$ cat src/rtl/dmem_arbiter.sv
// rtl/dmem_arbiter.sv - d_cache port arbiter between MEM stage and external loader/debug port
// Core wins collisions until it has taken MAXCORE grants back to back, then external wins one.
module dmem_arbiter #(
  parameter int DPW     = 32,
  parameter int MAXCORE = 4
) (
  input  logic           clk,
  input  logic           rst,
  input  logic           core_req,
  input  logic           core_we,
  input  logic [DPW-1:0] core_addr,
  input  logic [DPW-1:0] core_wd,
  output logic           core_stall,
  output logic [DPW-1:0] core_rd,
  input  logic           ext_valid,
  input  logic           ext_we,
  input  logic [DPW-1:0] ext_addr,
  input  logic [DPW-1:0] ext_wd,
  output logic           ext_ready,
  output logic [DPW-1:0] ext_rdata,
  output logic           ext_rvalid,
  output logic [DPW-1:0] mem_addr,
  output logic [DPW-1:0] mem_wd,
  output logic           mem_we,
  input  logic [DPW-1:0] mem_rd,
  output logic [1:0]     grant
);

  localparam int CW = (MAXCORE < 1) ? 1 : $clog2(MAXCORE + 1);
  localparam logic [CW-1:0] CNT_MAX = CW'(MAXCORE);

  localparam logic [1:0] GNT_NONE = 2'b00;
  localparam logic [1:0] GNT_CORE = 2'b01;
  localparam logic [1:0] GNT_EXT  = 2'b10;

  logic [CW-1:0] starve_cnt;
  logic          at_limit;

  // With MAXCORE=0 the counter never leaves 0, so the external side always wins.
  assign at_limit = (starve_cnt == CNT_MAX);

  always_comb begin
    grant = GNT_NONE;
    if (!rst) begin
      if (ext_valid && (!core_req || at_limit)) begin
        grant = GNT_EXT;
      end else if (core_req) begin
        grant = GNT_CORE;
      end
    end
  end

  always_comb begin
    mem_addr = '0;
    mem_wd   = '0;
    mem_we   = 1'b0;
    case (grant)
      GNT_CORE: begin
        mem_addr = core_addr;
        mem_wd   = core_wd;
        mem_we   = core_we;
      end
      GNT_EXT: begin
        mem_addr = ext_addr;
        mem_wd   = ext_wd;
        mem_we   = ext_we;
      end
      default: ;
    endcase
  end

  assign core_stall = core_req && !rst && (grant != GNT_CORE);
  assign core_rd    = mem_rd;
  assign ext_ready  = (grant == GNT_EXT);

  always_ff @(posedge clk) begin
    if (rst) begin
      starve_cnt <= '0;
    end else if (grant == GNT_EXT || !ext_valid) begin
      starve_cnt <= '0;
    end else if (grant == GNT_CORE && !at_limit) begin
      starve_cnt <= starve_cnt + CW'(1);
    end
  end

  // External read data is captured from the cache on the accepting edge.
  always_ff @(posedge clk) begin
    if (rst) begin
      ext_rdata  <= '0;
      ext_rvalid <= 1'b0;
    end else if (ext_valid && ext_ready && !ext_we) begin
      ext_rdata  <= mem_rd;
      ext_rvalid <= 1'b1;
    end else begin
      ext_rvalid <= 1'b0;
    end
  end

endmodule

$ cat config.mk
export PLATFORM = sky130hd
export DESIGN_NAME = dmem_arbiter
export DESIGN_NICKNAME = d
export VERILOG_FILES = /design/src/rtl/dmem_arbiter.sv
export SDC_FILE = /design/constraint.sdc
export NUM_CORES = 1
export LEC_CHECK = 0
export ABC_AREA = 1
export BUFFER_PORTS_ARGS = -buffer_cell sky130_fd_sc_hd__buf_4
export CAP_MARGIN = 20
export CELL_PAD_IN_SITES_DETAIL_PLACEMENT = 1
export CELL_PAD_IN_SITES_GLOBAL_PLACEMENT = 2
export CORE_ASPECT_RATIO = 0.7
export CORE_UTILIZATION = 16
export CTS_CLUSTER_DIAMETER = 200
export DETAILED_ROUTE_END_ITERATION = 10
export GPL_ROUTABILITY_DRIVEN = 0
export PLACE_DENSITY = 0.83
export SLEW_MARGIN = 10
export SYNTH_ARGS = -nofsm -noshare
export SYNTH_HDL_FRONTEND = slang
export SYNTH_SLANG_ARGS = --single-unit
$ cat constraint.sdc
create_clock -name clk -period 6.8 [get_ports clk]
set_clock_uncertainty 0.05 [all_clocks]
set_input_delay 1.36 -clock clk [delete_from_list [all_inputs] [get_ports clk]]
set_output_delay 1.36 -clock clk [all_outputs]
set_load 0.01 [all_outputs]
==> results of run 1 <==
## worst paths after layout
check / end / cells past startpoint
setup / recovery: mem_wd[26] / 9
hold / removal: starve_cnt[0] / 2
setup reg to reg: ext_rdata[27] / 12
hold reg to reg: starve_cnt[0] / 2
## registers in the layout (all words and copies together), names as in the netlist
register / cells
ext_rdata: 32
ext_rvalid: 1
starve_cnt: 3
## metal layers
metal | global-route usage [%] | vias up
met2 | 27.3 | 175
met4 | 1.99 | 0
met3 | 3.84 | 4
met5 | 0 | -
li1 | - | 1884
met1 | 16.3 | 1805
## power groups by stage
stage | sequential [W] | clock (W) | combinational (W)
after floorplan | 0.000224 | 0 | 0.0000867
after global placement | 0.000222 | 0 | 0.000200
after detailed placement | 0.000222 | 0 | 0.000203
after CTS | 0.000217 | 0.000244 | 0.000204
after global routing | 0.000218 | 0.000256 | 0.000220
final | 0.000218 | 0.000234 | 0.000204
## worst register-to-register path: stages (launching register included)
cell and delay (ns):
sky130_fd_sc_hd__dfxtp_1 0.32, sky130_fd_sc_hd__inv_1 0.08, sky130_fd_sc_hd__ha_1 0.16, sky130_fd_sc_hd__nand2_2 0.10
sky130_fd_sc_hd__nand2_2 0.09, sky130_fd_sc_hd__nand2_1 0.09, sky130_fd_sc_hd__inv_1 0.09, sky130_fd_sc_hd__ha_1 0.25
sky130_fd_sc_hd__nand2_1 0.12, sky130_fd_sc_hd__nor2_4 0.58, sky130_fd_sc_hd__inv_2 0.45, sky130_fd_sc_hd__nor2_1 0.24
sky130_fd_sc_hd__nor2_1 0.07
## cells by family (layout without fill, tap and decap cells)
group / Yosys count / count (layout) / synth area share (%)
AND/OR/NAND/NOR: 213 / 213 / 34.8
AO/OA/AOI/OAI: 102 / 102 / 18.5
buffers and inverters: 79 / 323 / 18.9
flip-flops: 36 / 36 / 26.0
adder cells (fa/ha/maj): 4 / 4 / 1.81
## metrics by stage
step / instances / util [%]
after floorplan: 434 / -
after global routing: 903 / 30.2
after detailed placement: 894 / 29.2
after CTS: 902 / 30.1
final: 903 / 30.2
after global placement: 894 / 29.2
## cell type report
type	count	area, um^2
clock buffer	7	143
clock inverter	1	7.51
fill	2109	11600
inverter	10	37.5
tap	225	282
multi-input combinational	319	1530
timing repair buffer	305	2300
sequential	36	721
## cell usage in the layout, fill, tap and decap left out, drive strengths merged
master    netlist  layout
nand3          65      65
nand4           1       1
a21boi          1       1
clkbuf         11       7
nand2          76      76
nor3            1       1
ha              4       4
o21ai          33      33
a21oi          68      68
buf            58     305
clkinvlp        0       1
dfxtp          36      36
inv            10      10
nor2           70      70
==> impl_summary.txt, run 1 <==
----------------------------------------------------
[Yosys]
  Post-synthesis cell type with the largest combined area ... sky130_fd_sc_hd__dfxtp_1
  Post-synthesis area per instance ... 6.38 um^2
  Proportion of register bits with asynchronous set or reset after synthesis ... 0%
  Post-synthesis cell area ... about 2800 um^2
  Sequential cell area fraction in the yosys report ... 26.0%
  Area share of the leading cell type in the synthesized netlist ... 26.0%
  Cell types with the highest counts after synthesis ... 74 x sky130_fd_sc_hd__nand2_1, 68 x sky130_fd_sc_hd__a21oi_1, 68 x sky130_fd_sc_hd__nor2_1
  Seq cells post-synth ... 36
  Cell types with the largest area share after synthesis ... sky130_fd_sc_hd__dfxtp_1 26%, sky130_fd_sc_hd__a21oi_1 12%, sky130_fd_sc_hd__nand2_1 10%
  Most frequent cell after synthesis ... sky130_fd_sc_hd__nand2_1
  Number of synthesized flops with an enable pin ... 0
  Warning count from the yosys run ... 0
  Synthesized netlist cell count ... ~430
  Unique cell type count in the Yosys netlist ... 23
  Post-Synthesis Net Count ... 604
  Leading register cell type out of synthesis ... sky130_fd_sc_hd__dfxtp_1

[CTS]
  Level count of the clock H-tree ... 2
  Clock root cell ... sky130_fd_sc_hd__clkbuf_16
  # hold bufs at CTS ... 0
  Resized Gates After CTS ... 0
  Clock network latency to the later pin of the worst-skew pair ... between 0.2 and 0.3 ns
  Setup fix buffers added after clock tree synthesis ... 0
  Number of sinks driven by the clock tree ... 36
  Clock transition at path regs ... 0.05 ns
  Maximum count of clock buffers along a single path ... 2
  CTS tree ... built
  Cts bufs inserted ... 5

[Global routing]
  First-pass GRT wire length ... 20,700 um
  Overall Global Routing Usage ... ~14%
  Congestion Overflow GR ... 0
  Largest net degree at the start of global routing ... 66
  Number of antenna violations at the first check in global routing ... 0
  Via count of the first global-routing pass ... 3,908

[Finish]
  Number of nets in the layout ... 847
  Synthesis-to-layout area growth ... 81.3%
  Share of cells above drive strength 1 ... 48.5%
  Count of antenna diodes in the layout ... 0
  Post-route design area ... approximately 5000 um^2

[Detailed routing]
  Final WL ... 13,600 um
  Final antenna-violating net count ... 0
  Count of routing violations after the opening detailed-route iteration ... 267
  Drt first pass iters ... 6
  Average wire length per cell after detail routing ... 15.0 um
  Post-Route M1 WL ... 5470 um
  Vias per cell ... between 4 and 5
  Vias post-DR ... 3,868
  Number of remaining DRC errors ... 0
  Met3 Routed Length ... 1050 um
  Highest routed metal layer ... met4
  WL met2 ... 7000 um

[Floorplanning]
  Area of the die ... 17,900 um^2
  Standard-cell row count ... 39
  Horizontal extent of the die ... 159 um
  Count of pins on the block boundary ... 300
  Initial core utilization ... 16.6%
  Core area ... 16,600 um^2
  Die Y ... 112 um

[STA]
  Setup slack of the critical path after layout ... about 2.0 ns
  Final Setup Violations ... 0
  Top achievable clock speed ... 0.207 GHz
  Setup repair after global routing missed its margin ... false
  Final critical-path share of the clock period ... between 70% and 80%
  Final critical-path required period ... 4.82 ns
  Final max-slew violation count ... 0
  Tightest Pin Transition ... approximately 0.88 ns
  Final total negative setup slack ... 0 ns
  Fin. Hold Viols ... 0
  Max-slew headroom at the worst pin ... 41.5%
  Hold Worst Slack ... 0.450 ns

[Power]
  Relative contribution of sequential cells to total power ... 33.2%
  Switching share of power ... between 20% and 30%
  Part of the total power dissipated in the clock network ... 35.7%
  Maximum vdd drop ... 0.0000806 V
  Cell Pwr Density ... ~130 nW/um^2
  Gate power share ... 31.1%
  Leakage component of the power ... 2.39 nW
  Cell-internal power ... 0.000470 W
  Overall power consumption ... 0.000655 W
  Net switching power of the design ... around 0.00019 W

[Place]
  Placed Instance Area ... 4850 um^2
  HPWL Detailed ... around 11,000 um
  Buffers added on ports ... 299
  Pre-CTS setup slack ... 1.97 ns

[Worst setup path]
  Delay-heaviest family, CP ... adder cells
  Worst setup slack for register-to-register paths ... 4.00 ns
  Type of the worst setup path ... in -> out
  Startpoint types ... input port
  Critical path buffer and inverter count ... 4
  Most common cell on crit path ... sky130_fd_sc_hd__buf_4
  Required time of the worst setup path ... 5.39 ns
  Nature of the critical path endpoint ... output pin
  Crit-path slowest cell ... sky130_fd_sc_hd__ha_2
  Source of the critical timing path ... rst
  Data arrival time at the worst-slack endpoint ... 3.41 ns
  Maximum cell stage delay along the critical path ... 0.81 ns
  Worst path cell trace ... buf_4 > inv_1 > nand2_1 > a21oi_1 > ha_2 > buf_4 > nand2_1 > a21oi_1 > buf_4
  FF-to-FF Start ... starve_cnt[0]
  Critical-path maximum fanout ... 46

[Hold path]
  Hold wc startpoint ... starve_cnt[0]
  Worst Hold Class ... reg -> reg

[Run status]
  Outcome ... complete, no violations

[Run]
  MaxCap Viol Count ... 0

----------------------------------------------------
(Power assumes the default switching activity.)
==> run 2: changes to the inputs <==
Settings changed: CORE_UTILIZATION 16 to 13, PLACE_DENSITY 0.83 to 0.72.
Clock period 6.8 ns to 4.2 ns, I/O delays scaled along.
==> run 2 against run 1 <==
  * Cell count is 5.6% higher
  * Final area is 1.3% higher
  * Worst hold slack improved by 0.0018 ns
  * Utilization decreased by 5.7 points
  * Largest cell class unchanged
  * Global-route usage fell by 3.3 points
  * Sequential power rose by 61%
  * Critical path type unchanged
  * Power grew 63%
  * Critical endpoint is now mem_addr[22]
  * Setup slack got worse by 1.4 ns
  * Sequential share of layout area shrank 0.19 points
  * Die area is 23% higher
==> impl_summary.txt, run 2 (synthesis results as in run 1) <==
----------------------------------------------------
[Floorplanning]
  Core area ... 20,800 um^2 (+25%)
  Standard-cell row count ... 44 (+13%)
  Die Y ... 124 um (+11%)
  Area of the die ... 21,900 um^2 (+23%)
  Initial core utilization ... 13.3% (-3.3 points)
  Count of pins on the block boundary ... 300 (unchanged)
  Horizontal extent of the die ... 176 um (+11%)

[CTS]
  Number of sinks driven by the clock tree ... 36 (unchanged)
  # hold bufs at CTS ... 0 (unchanged)
  Clock root cell ... sky130_fd_sc_hd__clkbuf_16
  Cts bufs inserted ... 5 (unchanged)
  Level count of the clock H-tree ... 2 (unchanged)
  CTS tree ... built
  Clock transition at path regs ... 0.06 ns (about the same)
  Setup fix buffers added after clock tree synthesis ... 0 (unchanged)
  Clock network latency to the later pin of the worst-skew pair ... 0.28 ns (about the same)
  Resized Gates After CTS ... 0 (unchanged)
  Maximum count of clock buffers along a single path ... 2 (unchanged)

[STA]
  Final critical-path share of the clock period ... 85.4%
  Max-slew headroom at the worst pin ... 50.1% (+8.6 points)
  Setup repair after global routing missed its margin ... false
  Fin. Hold Viols ... 0 (unchanged)
  Final Setup Violations ... 0 (unchanged)
  Final total negative setup slack ... 0 ns (unchanged)
  Tightest Pin Transition ... 0.749 ns (-0.128 ns)
  Final critical-path required period ... 3.59 ns
  Top achievable clock speed ... 0.279 GHz
  Setup slack of the critical path after layout ... 0.613 ns (-1.36 ns)
  Final max-slew violation count ... 0 (unchanged)

[Detailed routing]
  Final antenna-violating net count ... 0 (unchanged)
  Vias per cell ... 3.97 (-7.3%)
  Drt first pass iters ... 4 (-2)
  Average wire length per cell after detail routing ... 13.9 um (-7.5%)
  Number of remaining DRC errors ... 0 (unchanged)
  Count of routing violations after the opening detailed-route iteration ... 130 (-51%)
  Vias post-DR ... 3,789 (-2.0%)
  Final WL ... 13,300 um (-2.3%)

[Worst setup path]
  Nature of the critical path endpoint ... output pin
  Data arrival time at the worst-slack endpoint ... 2.70 ns (-0.71 ns)
  Critical-path maximum fanout ... 34 (-26%)
  Worst path cell trace ... buf_4 > inv_1 > nand2_1 > a21oi_1 > ha_2 > buf_4 > a21oi_1 > buf_4
  Maximum cell stage delay along the critical path ... 0.75 ns (-0.06 ns)
  Source of the critical timing path ... rst
  Most common cell on crit path ... sky130_fd_sc_hd__buf_4
  Crit-path slowest cell ... sky130_fd_sc_hd__ha_2
  Depth of the worst register-to-register path ... 13 (+1)
  Worst setup path end ... mem_addr[22]
  Count of cell instances traversed by the critical path ... 8 (-1)
  FF-to-FF Start ... starve_cnt[0]
  Critical path buffer and inverter count ... 4 (unchanged)
  Required time of the worst setup path ... 3.31 ns (-2.08 ns)
  Startpoint types ... input port
  Delay-heaviest family, CP ... buffers and inverters
  Endpoint of the worst-slack reg-to-reg timing path ... ext_rdata[29]
  Worst setup slack for register-to-register paths ... 1.56 ns (-2.44 ns)
  Type of the worst setup path ... in -> out

[Finish]
  Largest registers ... ext_rdata x32, starve_cnt x3, ext_rvalid x1
  Max FFs per register ... 32 (unchanged)
  Commonest cells after routing, fill and taps aside ... 304 x sky130_fd_sc_hd__buf_4, 74 x sky130_fd_sc_hd__nand2_1, 68 x sky130_fd_sc_hd__a21oi_1, 68 x sky130_fd_sc_hd__nor2_1, 55 x sky130_fd_sc_hd__nand3_1
  Share of cells above drive strength 1 ... 48.7% (+0.15 points)
  Number of nets in the layout ... 847 (unchanged)
  Post-route design area ... 5090 um^2 (+1.3%)
  Count of antenna diodes in the layout ... 0 (unchanged)
  Most common library cell in the layout ignoring fill and taps ... sky130_fd_sc_hd__buf_4
  Register with the highest flop count ... ext_rdata
  Synthesis-to-layout area growth ... 83.6%

[Place]
  Pre-CTS setup slack ... 0.563 ns (-1.40 ns)
  Buffers added on ports ... 299 (unchanged)
  HPWL Detailed ... 10,300 um (-2.9%)
  Placed Instance Area ... 4930 um^2 (+1.7%)

[Power]
  Overall power consumption ... 0.00107 W (+63%)
  Cell Pwr Density ... 210 nW/um^2 (+61%)
  Maximum vdd drop ... 0.000129 V (+60%)
  Leakage component of the power ... 2.40 nW (+0.21%)

[Global routing]
  First-pass GRT wire length ... 19,200 um (-7.5%)
  Congestion Overflow GR ... 0 (unchanged)
  Via count of the first global-routing pass ... 3,637 (-6.9%)
  Number of antenna violations at the first check in global routing ... 0 (unchanged)
  Overall Global Routing Usage ... 11.0% (-3.3 points)
  Largest net degree at the start of global routing ... 65 (-1.5%)

[Run status]
  Outcome ... complete, no violations

[Hold path]
  Worst Hold Class ... reg -> reg

[Run]
  MaxCap Viol Count ... 0 (unchanged)

----------------------------------------------------
-- run 2: area by class of cell --
cell class                      instances  area (um^2)
Sequential cell                        36          721
Fill cell                            2628        15700
Inverter                               10         37.5
Tap cell                              276          345
Timing Repair Buffer                  305         2300
Clock inverter                          2         13.8
Multi-Input combinational cell        319         1530
Clock buffer                            6          139
-- run 2: power by group --
part,internal (W),total [W],switching (W)
Sequential,0.000348,0.000352,0.00000356
Clock,0.000237,0.000392,0.000154
Combinational,0.000174,0.000325,0.000151
Total,0.000760,0.00107,0.000308
-- run 2: stage by stage --
stage,util (%),cells,hold slack [ns]
2_1_floorplan,-,434,0.418
3_3_place_gp,23.7,946,0.434
3_5_place_dp,23.7,946,0.440
4_1_cts,24.4,954,0.459
5_1_grt,24.4,954,0.488
6_report,24.4,954,0.451
-- run 2: how the worst min path moves through the flow --
stage	from	cells after the start	endpoint	slack, ns
after floorplan	starve_cnt[0]	2	starve_cnt[0]	0.42
after global placement	ext_rdata[9]	2	ext_rdata[9]	0.43
after detailed placement	ext_rdata[6]	2	ext_rdata[6]	0.44
after CTS	ext_rdata[5]	2	ext_rdata[5]	0.46
after global routing	ext_rdata[9]	2	ext_rdata[9]	0.49
final	ext_rdata[5]	2	ext_rdata[5]	0.45
-- run 2: per-layer routing --
| metal | vias up | global-route usage (%) | share of wire, % |
|---|---|---|---|
| met2 | 158 | 18.4 | 47 |
| met4 | 0 | 1.19 | 0.16 |
| li1 | 1885 | - | - |
| met1 | 1744 | 14.2 | 44 |
| met5 | - | 0 | 0 |
| met3 | 2 | 3.45 | 8.6 |
-- run 2: worst register-to-register path, delay by kind of cell, from the launching register on --
family / cells / cell delay [ns]
buffers and inverters: 4 / 0.85
adder cells (fa/ha/maj): 2 / 0.45
flip-flops: 1 / 0.36
AND/OR/NAND/NOR: 6 / 0.69
AO/OA/AOI/OAI: 1 / 0.18
==> run 3: changes to the inputs <==
Settings changed: ABC_AREA 1 to 0, CORE_UTILIZATION 13 to 17, PLACE_DENSITY 0.72 to 0.75.
==> run 3 against run 2 <==
  * Die area down 10%
  * Setup slack worse by 0.071 ns
  * Via count down 2.6%
  * Register-to-register slack worse by 0.79 ns
  * Cell count down 12%
  * Combinational power up 12%
==> impl_summary.txt, run 3 <==
----------------------------------------------------
[Power]
  Cell-internal power ... 0.000774 W (+1.8%)
  Cell Pwr Density ... 195 nW/um^2 (-7.2%)
  Part of the total power dissipated in the clock network ... 33.6% (-3.1 points)
  Overall power consumption ... 0.00107 W (+0.22%)
  Leakage component of the power ... 2.46 nW (+2.5%)
  Switching share of power ... 27.7% (-1.1 points)
  Relative contribution of sequential cells to total power ... 32.5% (-0.4 points)
  Net switching power of the design ... 0.000297 W (-3.8%)
  Maximum vdd drop ... 0.000203 V (+57%)
  Gate power share ... 34.0% (+3.6 points)

[Yosys]
  Adder-Cell Fraction of Synth Area ... 1.54% (-0.27 points)
  Seq cells post-synth ... 36 (unchanged)
  Cell types with the largest area share after synthesis ... sky130_fd_sc_hd__dfxtp_1 22%, sky130_fd_sc_hd__a32o_1 19%, sky130_fd_sc_hd__nand2b_1 13%
  Post-synthesis area per instance ... 8.94 um^2 (+40%)
  Unique cell type count in the Yosys netlist ... 29 (+26%)
  Post-synthesis cell area ... 3260 um^2 (+18%)
  Sequential cell area fraction in the yosys report ... 22.1% (-3.9 points)
  Proportion of register bits with asynchronous set or reset after synthesis ... 0% (unchanged)
  Multiplexer fraction of the synthesized cell area ... 10.5% (+11 points)
  Warning count from the yosys run ... 0 (unchanged)
  Most frequent cell after synthesis ... sky130_fd_sc_hd__nand2b_1
  Synthesized-area fraction occupied by ao, oa, aoi and oai cells ... 21.2% (+2.7 points)
  Leading register cell type out of synthesis ... sky130_fd_sc_hd__dfxtp_1
  Area share of xor/xnor cells in the synthesized design ... 0% (unchanged)
  Cell types with the highest counts after synthesis ... 66 x sky130_fd_sc_hd__nand2b_1, 63 x sky130_fd_sc_hd__a32o_1, 59 x sky130_fd_sc_hd__nor2b_1
  Synthesized netlist cell count ... 364 (-16%)
  Post-synthesis cell type with the largest combined area ... sky130_fd_sc_hd__dfxtp_1
  Largest family of logic cells by synthesized area ... simple AND/OR/NAND/NOR gates
  Number of synthesized flops with an enable pin ... 0 (unchanged)
  Post-Synthesis Net Count ... 534 (-12%)
  Area share of the leading cell type in the synthesized netlist ... 22.1% (-3.9 points)
  Simple logic cell fraction of the synthesized area ... 28.5% (-6.3 points)

[Worst setup path]
  Nature of the critical path endpoint ... output pin
  Type of the worst setup path ... in -> out
  Endpoint of the worst-slack reg-to-reg timing path ... ext_rdata[23]
  Critical-path maximum fanout ... 65 (+91%)
  Crit-path slowest cell ... sky130_fd_sc_hd__buf_4
  Startpoint types ... input port
  Worst path cell trace ... buf_4 > nor2b_4 > buf_4 > and2_1 > ha_1 > a22oi_1 > nor2_1 > buf_4
  Maximum cell stage delay along the critical path ... 0.59 ns (-0.16 ns)
  Depth of the worst register-to-register path ... 8 (-5)
  Most common cell on crit path ... sky130_fd_sc_hd__buf_4
  Source of the critical timing path ... ext_valid
  Worst setup slack for register-to-register paths ... 0.77 ns (-0.79 ns)
  FF-to-FF Start ... starve_cnt[0]
  Worst setup path end ... mem_wd[30]
  Required time of the worst setup path ... 3.31 ns (about the same)
  Data arrival time at the worst-slack endpoint ... 2.77 ns (+0.07 ns)

[Finish]
  Number of nets in the layout ... 773 (-8.7%)
  Synthesis-to-layout area growth ... 68.8%
  Commonest cells after routing, fill and taps aside ... 302 x sky130_fd_sc_hd__buf_4, 66 x sky130_fd_sc_hd__nand2b_1, 63 x sky130_fd_sc_hd__a32o_1
  Share of cells above drive strength 1 ... 53.0% (+4.3 points)
  Fill cells ... 2,189 (-17%)
  Most common library cell in the layout ignoring fill and taps ... sky130_fd_sc_hd__buf_4
  Count of antenna diodes in the layout ... 0 (unchanged)
  Max FFs per register ... 32 (unchanged)
  Register with the highest flop count ... ext_rdata
  Post-route design area ... 5490 um^2 (+8.0%)
  Largest registers ... ext_rdata x32, starve_cnt x3, ext_rvalid x1

[Detailed routing]
  Final antenna-violating net count ... 0 (unchanged)
  Count of routing violations after the opening detailed-route iteration ... 156 (+20%)
  Drt first pass iters ... 4 (unchanged)
  Final WL ... 13,800 um (+4.3%)
  Number of remaining DRC errors ... 0 (unchanged)
  Vias per cell ... 4.39 (+11%)
  Average wire length per cell after detail routing ... 16.5 um (+18%)
  Vias post-DR ... 3,690 (-2.6%)

[Floorplanning]
  Area of the die ... 19,700 um^2 (-10%)
  Standard-cell row count ... 41 (-6.8%)
  Die Y ... 118 um (-5.1%)
  Count of pins on the block boundary ... 300 (unchanged)
  Horizontal extent of the die ... 167 um (-5.1%)
  Core area ... 18,400 um^2 (-12%)
  Initial core utilization ... 17.7% (+4.4 points)

[CTS]
  Clock network latency to the later pin of the worst-skew pair ... 0.27 ns (about the same)
  Cts bufs inserted ... 5 (unchanged)
  Level count of the clock H-tree ... 2 (unchanged)
  Number of sinks driven by the clock tree ... 36 (unchanged)
  Clock root cell ... sky130_fd_sc_hd__clkbuf_16
  Resized Gates After CTS ... 0 (unchanged)
  Clock transition at path regs ... 0.06 ns (about the same)
  Maximum count of clock buffers along a single path ... 2 (unchanged)
  # hold bufs at CTS ... 0 (unchanged)
  Setup fix buffers added after clock tree synthesis ... 0 (unchanged)
  CTS tree ... built

[Global routing]
  Via count of the first global-routing pass ... 3,784 (+4.0%)
  Overall Global Routing Usage ... 13.2% (+2.2 points)
  Number of antenna violations at the first check in global routing ... 0 (unchanged)
  First-pass GRT wire length ... 21,300 um (+11%)
  Congestion Overflow GR ... 0 (unchanged)
  Largest net degree at the start of global routing ... 66 (+1.5%)

[Run]
  MaxCap Viol Count ... 0 (unchanged)

[STA]
  Final max-slew violation count ... 0 (unchanged)
  Final Setup Violations ... 0 (unchanged)
  Max-slew headroom at the worst pin ... 32.8% (-17 points)
  Hold Worst Slack ... 0.424 ns (-0.0270 ns)
  Setup slack of the critical path after layout ... 0.542 ns (-0.0706 ns)
  Fin. Hold Viols ... 0 (unchanged)
  Final total negative setup slack ... 0 ns (unchanged)
  Tightest Pin Transition ... 1.01 ns (+0.260 ns)
  Top achievable clock speed ... 0.273 GHz (-1.9%)
  Setup repair after global routing missed its margin ... false
  Final critical-path required period ... 3.66 ns (+0.0706 ns)
  Final critical-path share of the clock period ... 87.1% (+1.7 points)

[Place]
  Pre-CTS setup slack ... 0.448 ns (-0.115 ns)
  HPWL Detailed ... 10,900 um (+5.5%)
  Placed Instance Area ... 5350 um^2 (+8.4%)
  Buffers added on ports ... 299 (unchanged)

[Hold path]
  Worst Hold Class ... reg -> reg

[Run status]
  Outcome ... complete, no violations

----------------------------------------------------
## run 3: power by group through the flow
stage | sequential, W | combinational [W] | clock [W]
floorplan | 0.000356 | 0.000177 | 0
global placement | 0.000355 | 0.000358 | 0
detailed placement | 0.000355 | 0.000366 | 0
CTS | 0.000347 | 0.000367 | 0.000379
global route | 0.000348 | 0.000390 | 0.000395
finish | 0.000348 | 0.000364 | 0.000360
## run 3: cell families after synthesis
logic type / after synthesis
AOI/OAI and AO/OA: 71
muxes: 34
buffers and inverters: 74
adders and majority gates: 4
and+or+nand+nor: 145
DFF: 36
## run 3: how the worst min path moves through the flow
stage / slack (ns) / cells past startpoint / start / endpoint
detailed placement: 0.42 / 2 / ext_rdata[3] / ext_rdata[3]
global route: 0.45 / 2 / ext_rdata[22] / ext_rdata[22]
floorplan: 0.44 / 2 / ext_rdata[0] / ext_rdata[0]
finish: 0.42 / 2 / ext_rdata[22] / ext_rdata[22]
global placement: 0.41 / 2 / ext_rdata[29] / ext_rdata[29]
CTS: 0.43 / 2 / ext_rdata[3] / ext_rdata[3]
## run 3: final cells by class
| class | instances | area (um^2) | share of cell area, % |
|---|---|---|---|
| repair buffers | 304 | 2310 | 42.0 |
| multi-input cells | 254 | 2020 | 36.8 |
| flip-flops and latches | 36 | 721 | 13.1 |
| well taps | 236 | 295 | 5.37 |
| clock buffers | 5 | 125 | 2.28 |
| clock inverters | 3 | 18.8 | 0.342 |
| inverters | 2 | 7.51 | 0.137 |
## run 3: stage by stage
stage          utilization [%]  std cells
4_1_cts                   29.9        840
3_5_place_dp              29.1        832
6_report                  29.9        840
3_3_place_gp              29.1        832
5_1_grt                   29.9        840
2_1_floorplan                -        364
## run 3: critical path: cells and delay by family
kind | cells | cell delay (ns)
buffers and inverters | 3 | 0.85
AO/OA/AOI/OAI | 1 | 0.15
AND/OR/NAND/NOR | 3 | 0.52
adder cells (fa/ha/maj) | 1 | 0.37
## run 3: routing by layer
layer	GRT usage, %	wire (um)	vias to the layer above
met5	0	0	-
met3	2.93	991	2
li1	-	-	1758
met2	24.2	7010	153
met1	16.1	5820	1777
met4	1.20	20	0
